===== config.mk =====
export PLATFORM = sky130hd
export DESIGN_NAME = mem_lsu
export DESIGN_NICKNAME = d
export VERILOG_FILES = /design/src/rtl/mem_lsu.sv
export SDC_FILE = /design/constraint.sdc
export NUM_CORES = 1
export LEC_CHECK = 0
export CORE_ASPECT_RATIO = 1.2
export CORE_MARGIN = 5
export CORE_UTILIZATION = 43
export DETAILED_ROUTE_END_ITERATION = 7
export DONT_BUFFER_PORTS = 1
export MAX_ROUTING_LAYER = met4
export PLACE_DENSITY = 0.67
export SYNTH_ARGS = -nofsm -noshare
export SYNTH_HDL_FRONTEND = slang
export SYNTH_SLANG_ARGS = --single-unit

===== constraint.sdc =====
create_clock -name clk -period 2.35 [get_ports clk]
set_input_delay 0.47 -clock clk [delete_from_list [all_inputs] [get_ports clk]]
set_output_delay 0.47 -clock clk [all_outputs]
set_load 0.02 [all_outputs]

===== src/rtl/mem_lsu.sv =====
// MEM-stage load/store unit: turns byte-addressed word/half/byte accesses into
// word accesses on a single-port RAM, with read-modify-write for sub-word stores.
module mem_lsu #(
   parameter int ADDR_W = 3
) (
   input  logic              clk,
   input  logic              reset,
   input  logic              MemReadM,
   input  logic              MemWriteM,
   input  logic [1:0]        SizeM,
   input  logic              SignedM,
   input  logic [31:0]       AddrM,
   input  logic [31:0]       StoreDataM,
   output logic [31:0]       LoadDataM,
   output logic              StallM,
   output logic              MisalignM,
   output logic              RamWE,
   output logic [ADDR_W-1:0] RamAddr,
   output logic [31:0]       RamWData,
   input  logic [31:0]       RamRData
);

   typedef enum logic {IDLE, MERGE} stateType;

   stateType          state;
   logic [31:0]       rmwWord;
   logic [ADDR_W-1:0] latAddr;
   logic [1:0]        latLane;
   logic              latHalf;
   logic [15:0]       latData;

   logic [ADDR_W-1:0] wordAddr;
   logic [1:0]        lane;
   logic              isReq;
   logic              badAlign;
   logic              isWord;
   logic              subStore;
   logic [7:0]        byteSel;
   logic [15:0]       halfSel;
   logic [31:0]       loadExt;
   logic [31:0]       mergedWord;
   logic              unusedAddrBits;

   // Address bits above the RAM depth are deliberately dropped (wrap-around).
   assign unusedAddrBits = &{1'b0, AddrM[31:ADDR_W+2]};

   assign wordAddr = AddrM[ADDR_W+1:2];
   assign lane     = AddrM[1:0];
   assign isReq    = MemReadM | MemWriteM;
   assign isWord   = (SizeM == 2'b10);
   assign badAlign = (SizeM == 2'b11)
                   | ((SizeM == 2'b01) & AddrM[0])
                   | (isWord & (|AddrM[1:0]));
   assign subStore = MemWriteM & ~badAlign & ~isWord;

   // Lane extraction and extension for loads.
   always_comb begin
      byteSel = RamRData[{lane, 3'b000} +: 8];
      halfSel = RamRData[{lane[1], 4'b0000} +: 16];
      case (SizeM)
         2'b00:   loadExt = {{24{SignedM & byteSel[7]}}, byteSel};
         2'b01:   loadExt = {{16{SignedM & halfSel[15]}}, halfSel};
         default: loadExt = RamRData;
      endcase
   end

   always_comb begin
      mergedWord = rmwWord;
      if (latHalf) mergedWord[{latLane[1], 4'b0000} +: 16] = latData;
      else         mergedWord[{latLane, 3'b000} +: 8]      = latData[7:0];
   end

   always_comb begin
      // NOTE: every output gets a default first so no path through the case infers a latch.
      LoadDataM = '0;
      StallM    = 1'b0;
      MisalignM = 1'b0;
      RamWE     = 1'b0;
      RamAddr   = '0;
      RamWData  = '0;
      if (!reset) begin
         case (state)
            IDLE: begin
               RamAddr = wordAddr;
               if (isReq && badAlign) begin
                  MisalignM = 1'b1;
               end else begin
                  if (MemReadM) LoadDataM = loadExt;
                  if (MemWriteM && isWord) begin
                     RamWE    = 1'b1;
                     RamWData = StoreDataM;
                  end else if (MemWriteM) begin
                     StallM = 1'b1;
                  end
               end
            end
            MERGE: begin
               RamWE    = 1'b1;
               RamAddr  = latAddr;
               RamWData = mergedWord;
            end
            default: ;
         endcase
      end
   end

   // NOTE: state is updated with non-blocking assignments so every register samples pre-edge values.
   always_ff @(posedge clk) begin
      if (reset) begin
         state   <= IDLE;
         rmwWord <= '0;
         latAddr <= '0;
         latLane <= '0;
         latHalf <= 1'b0;
         latData <= '0;
      end else begin
         case (state)
            IDLE: begin
               if (subStore) begin
                  state   <= MERGE;
                  rmwWord <= RamRData;
                  latAddr <= wordAddr;
                  latLane <= lane;
                  latHalf <= SizeM[0];
                  latData <= StoreDataM[15:0];
               end
            end
            // The pipeline still holds the stalled request here, so inputs are ignored.
            MERGE:   state <= IDLE;
            default: state <= IDLE;
         endcase
      end
   end

endmodule

==> results.toml <==
[placed_design]
dpl.cell_count = 668
place_congestion = 0.959
hpwlAfterDp_um = 10200
io_buffer_count = 0

[detailed_routing]
antenna_left = 0
wl_per_cell_um = 20.0
vias = 4147
wl_um = 13800
drc = 0
vias_per_cell = 6.04
dr.pass1.iters = 5
drtIter0Drc = 293

[worst_setup_path]
crit_path_top_delay_cell = "dfxtp_2"
crit_arrival_ns = 1.93
r2r_slack_ns = 0.74
endpoint_kind = "output port"
ff2ff_path_depth = 5
crit_chain = "buf_6 -> buf_4 -> o41ai_4 -> buf_6 -> a22oi_1 -> a211oi_2 -> buf_4"
r2r-start = "state"
worstPathRequired_ns = 1.88
startpoint_type = "register"
critical_path.max_stage_delay_ns = 0.35
r2r_end = "rmwWord[7]"
critical_path.max_fanout = 8
crit_type = "reg2out"

[global_route]
top_usage_layer = "met2"
grt_max_degree = 63
grtUsageMet3_pct = 5.97
grt.total_usage_pct = 24.6
grt_remaining_overflow = 0
grt_pass1_wl_um = 21700
antenna_found_initial = 0
use_met1_pct = 31.0
grt_pass1_vias = 3955
gr-usage-met2_pct = 40.6

[power]
cellLeakagePower_nw = 1.83
powerDensity_mw_per_mm2 = 420
peakVddDrop_v = 0.000289
finalPower_mw = 2.06

[die]
core_area_mm2 = 0.00899
rows = 38
die_h_um = 114
start_util_pct = 43.5
fp.dieW_um = 97.1
io_pins = 173
die_area_mm2 = 0.0111

[timing]
setup_ws_ns = -0.0455
setup_viol = 13
fmax_mhz = 417
clock_skew_ns = 0.00632
worst_pin_slew_ns = 0.690
final_max_slew_viol_count = 0
min_period_ns = 2.40
finalHoldViolations = 0
fin_crit_sh_pct = 102
rsz0062_at_grt = "true"
max_slew_margin_pct = 53.9

[cells_and_area]
multi_input_area_mm2 = 0.00288
nNetsFinal = 674
areaGrowthSynthToFinish_pct = 25.5
final_util_pct = 54.6
num_antenna_cells = 0
regArea_mm2 = 0.00111
layout-drive-gt1-share_pct = 32.3
stdcell_count = 687
nFillCells = 853

[synth]
syn_area_per_cell_um2 = 7.25
ys_ff_latch = 55
ys_seq_area_share_pct = 28.2
yosysWarnings = 0
synth_cells = 539
syn-cell-area_mm2 = 0.00391
yosysUniqueCellTypes = 41
synthesis.nets = 647

[cts]
cts_sinks = 55
path_clk_slew_ns = 0.10
cts_root_buffer = "clkbuf_8"
cts_tree = "yes"
h-tree-depth = 2
numCtsBuffers = 5
clk_path_buf_depth = 2
postCtsHoldBufs = 0
insertion_delay_ns = 0.31

[outcome]
outcome = "finished, violations left"
violations = "setup timing"

[min_path]
hp-start = "reset"
hold_end = "latAddr[2]"
worst_hold_path_type = "in2reg"
holdPathStages = 1

[run]
cap_violations = 0
[state kept, by name (all words and copies together), names as in the netlist]
name / flops
latData: 16
latLane: 2
rmwWord: 32
state: 1
latAddr: 3
latHalf: 1
[critical path: cells and delay by family, from the launching register on]
family                 cells  cell delay, ns
AO/OA/AOI/OAI              3            0.64
buffers and inverters      4            0.62
flip-flops                 1            0.35
[final cells by class]
| type | instances | area share [%] |
|---|---|---|
| Clock buffer | 5 | 1.40 |
| Clock inverter | 3 | 0.586 |
| Inverter | 19 | 1.71 |
| Multi-Input combinational cell | 418 | 58.7 |
| Sequential cell | 55 | 22.6 |
| Tap cell | 120 | 3.06 |
| Timing Repair Buffer | 67 | 12.0 |
[how the worst max path moves through the flow]
stage / from / to / slack [ns] / depth (start not counted)
6_report: latLane[0] / RamWData[3] / -0.05 / 7
4_1_cts: latLane[0] / RamWData[13] / -0.04 / 8
2_1_floorplan: latLane[1] / RamWData[10] / 0.03 / 8
5_1_grt: latLane[0] / RamWData[13] / -0.12 / 8
3_5_place_dp: SizeM[0] / RamWData[23] / -0.08 / 5
3_3_place_gp: SizeM[0] / RamWData[22] / -0.06 / 5
[cell usage after synthesis]
| cell | instances | area share, % |
|---|---|---|
| a211oi_1 | 8 | 1.5 |
| a21oi_1 | 71 | 9.1 |
| a21oi_2 | 1 | 0.22 |
| a221oi_1 | 34 | 7.6 |
| a222oi_1 | 6 | 1.5 |
| a22oi_1 | 8 | 1.5 |
| and3_1 | 6 | 0.96 |
| and4b_1 | 1 | 0.26 |
| buf_2 | 23 | 2.9 |
| buf_4 | 3 | 0.58 |
| buf_6 | 1 | 0.29 |
| clkbuf_1 | 21 | 2.0 |
| clkinv_1 | 3 | 0.29 |
| dfxtp_1 | 55 | 28 |
| ha_1 | 5 | 1.6 |
| inv_1 | 15 | 1.4 |
| inv_2 | 1 | 0.096 |
| mux2_2 | 25 | 7.2 |
| mux2_4 | 1 | 0.38 |
| mux2i_1 | 5 | 1.3 |
| nand2_1 | 125 | 12 |
| nand2b_1 | 4 | 0.64 |
| nand3_1 | 1 | 0.13 |
| nand3b_1 | 2 | 0.38 |
| nor2_1 | 39 | 3.7 |
| nor2_4 | 1 | 0.29 |
| nor2b_1 | 2 | 0.32 |
| nor3_1 | 23 | 2.9 |
| nor3_2 | 3 | 0.77 |
| nor4_4 | 1 | 0.54 |
| nor4b_2 | 1 | 0.38 |
| nor4b_4 | 1 | 0.61 |
| o211ai_2 | 1 | 0.32 |
| o21a_1 | 1 | 0.19 |
| o21ai_0 | 10 | 1.3 |
| o21ai_1 | 2 | 0.26 |
| o21bai_2 | 1 | 0.29 |
| o21bai_4 | 1 | 0.48 |
| o22ai_1 | 25 | 4.0 |
| o2bb2ai_4 | 1 | 0.70 |
| o41ai_4 | 1 | 0.70 |
[metal layers]
metal	part of all wire, %	vias up
met5	0	-
met4	1.9	0
met3	8.9	18
met2	48	200
met1	42	1928
li1	-	2001
[cell families after synthesis]
logic type / count (synthesis) / share of synthesized area (%)
and+or+nand+nor: 210 / 24.0
adders and majority gates: 5 / 1.60
buffers and inverters: 67 / 7.65
DFF: 55 / 28.2
AOI/OAI and AO/OA: 171 / 29.8
muxes: 31 / 8.86
[metrics by stage]
step | setup TNS (ns) | cell area [µm²] | setup WS, ns | hold slack [ns]
final | -0.242 | 4910 | -0.0455 | 0.226
after floorplan | 0 | 4100 | 0.0262 | 0.436
after global placement | -0.715 | 4480 | -0.0557 | 0.435
after detailed placement | -1.49 | 4480 | -0.0787 | 0.443
after global routing | -2.20 | 4910 | -0.125 | 0.201
after CTS | -0.353 | 4770 | -0.0401 | 0.213
[placed cells by master, fill, tap and decap left out, types with 3 or more instances in the layout]
master	netlist	final
nand2_1	125	125
nand2b_1	4	4
a221oi_1	34	14
dfxtp_1	55	52
mux2_2	25	25
nor2_1	39	39
inv_1	15	12
a222oi_1	6	6
clkinv_4	0	3
a211oi_2	0	8
a221oi_2	0	18
clkbuf_8	0	5
a22oi_1	8	6
o21bai_4	1	3
mux2i_1	5	5
ha_2	0	3
buf_6	1	6
buf_12	0	5
o21ai_0	10	10
buf_4	3	56
nor3_2	3	25
a21oi_1	71	71
o22ai_1	25	25
and3_1	6	5
[what timing repair did]
action,CTS,global route
cloned,1,0
setup buffers,5,5
pin swaps,5,8
gates resized for setup,32,15
setup endpoints to repair,33,32
[power by group]
| group | leakage [nW] | internal [mW] | switching (mW) | total [mW] |
|---|---|---|---|---|
| Combinational | 1.33 | 0.204 | 0.278 | 0.482 |
| Clock | 0.0502 | 0.222 | 0.327 | 0.549 |
| Sequential | 0.450 | 0.972 | 0.0561 | 1.03 |
(Power assumes the default switching activity.)
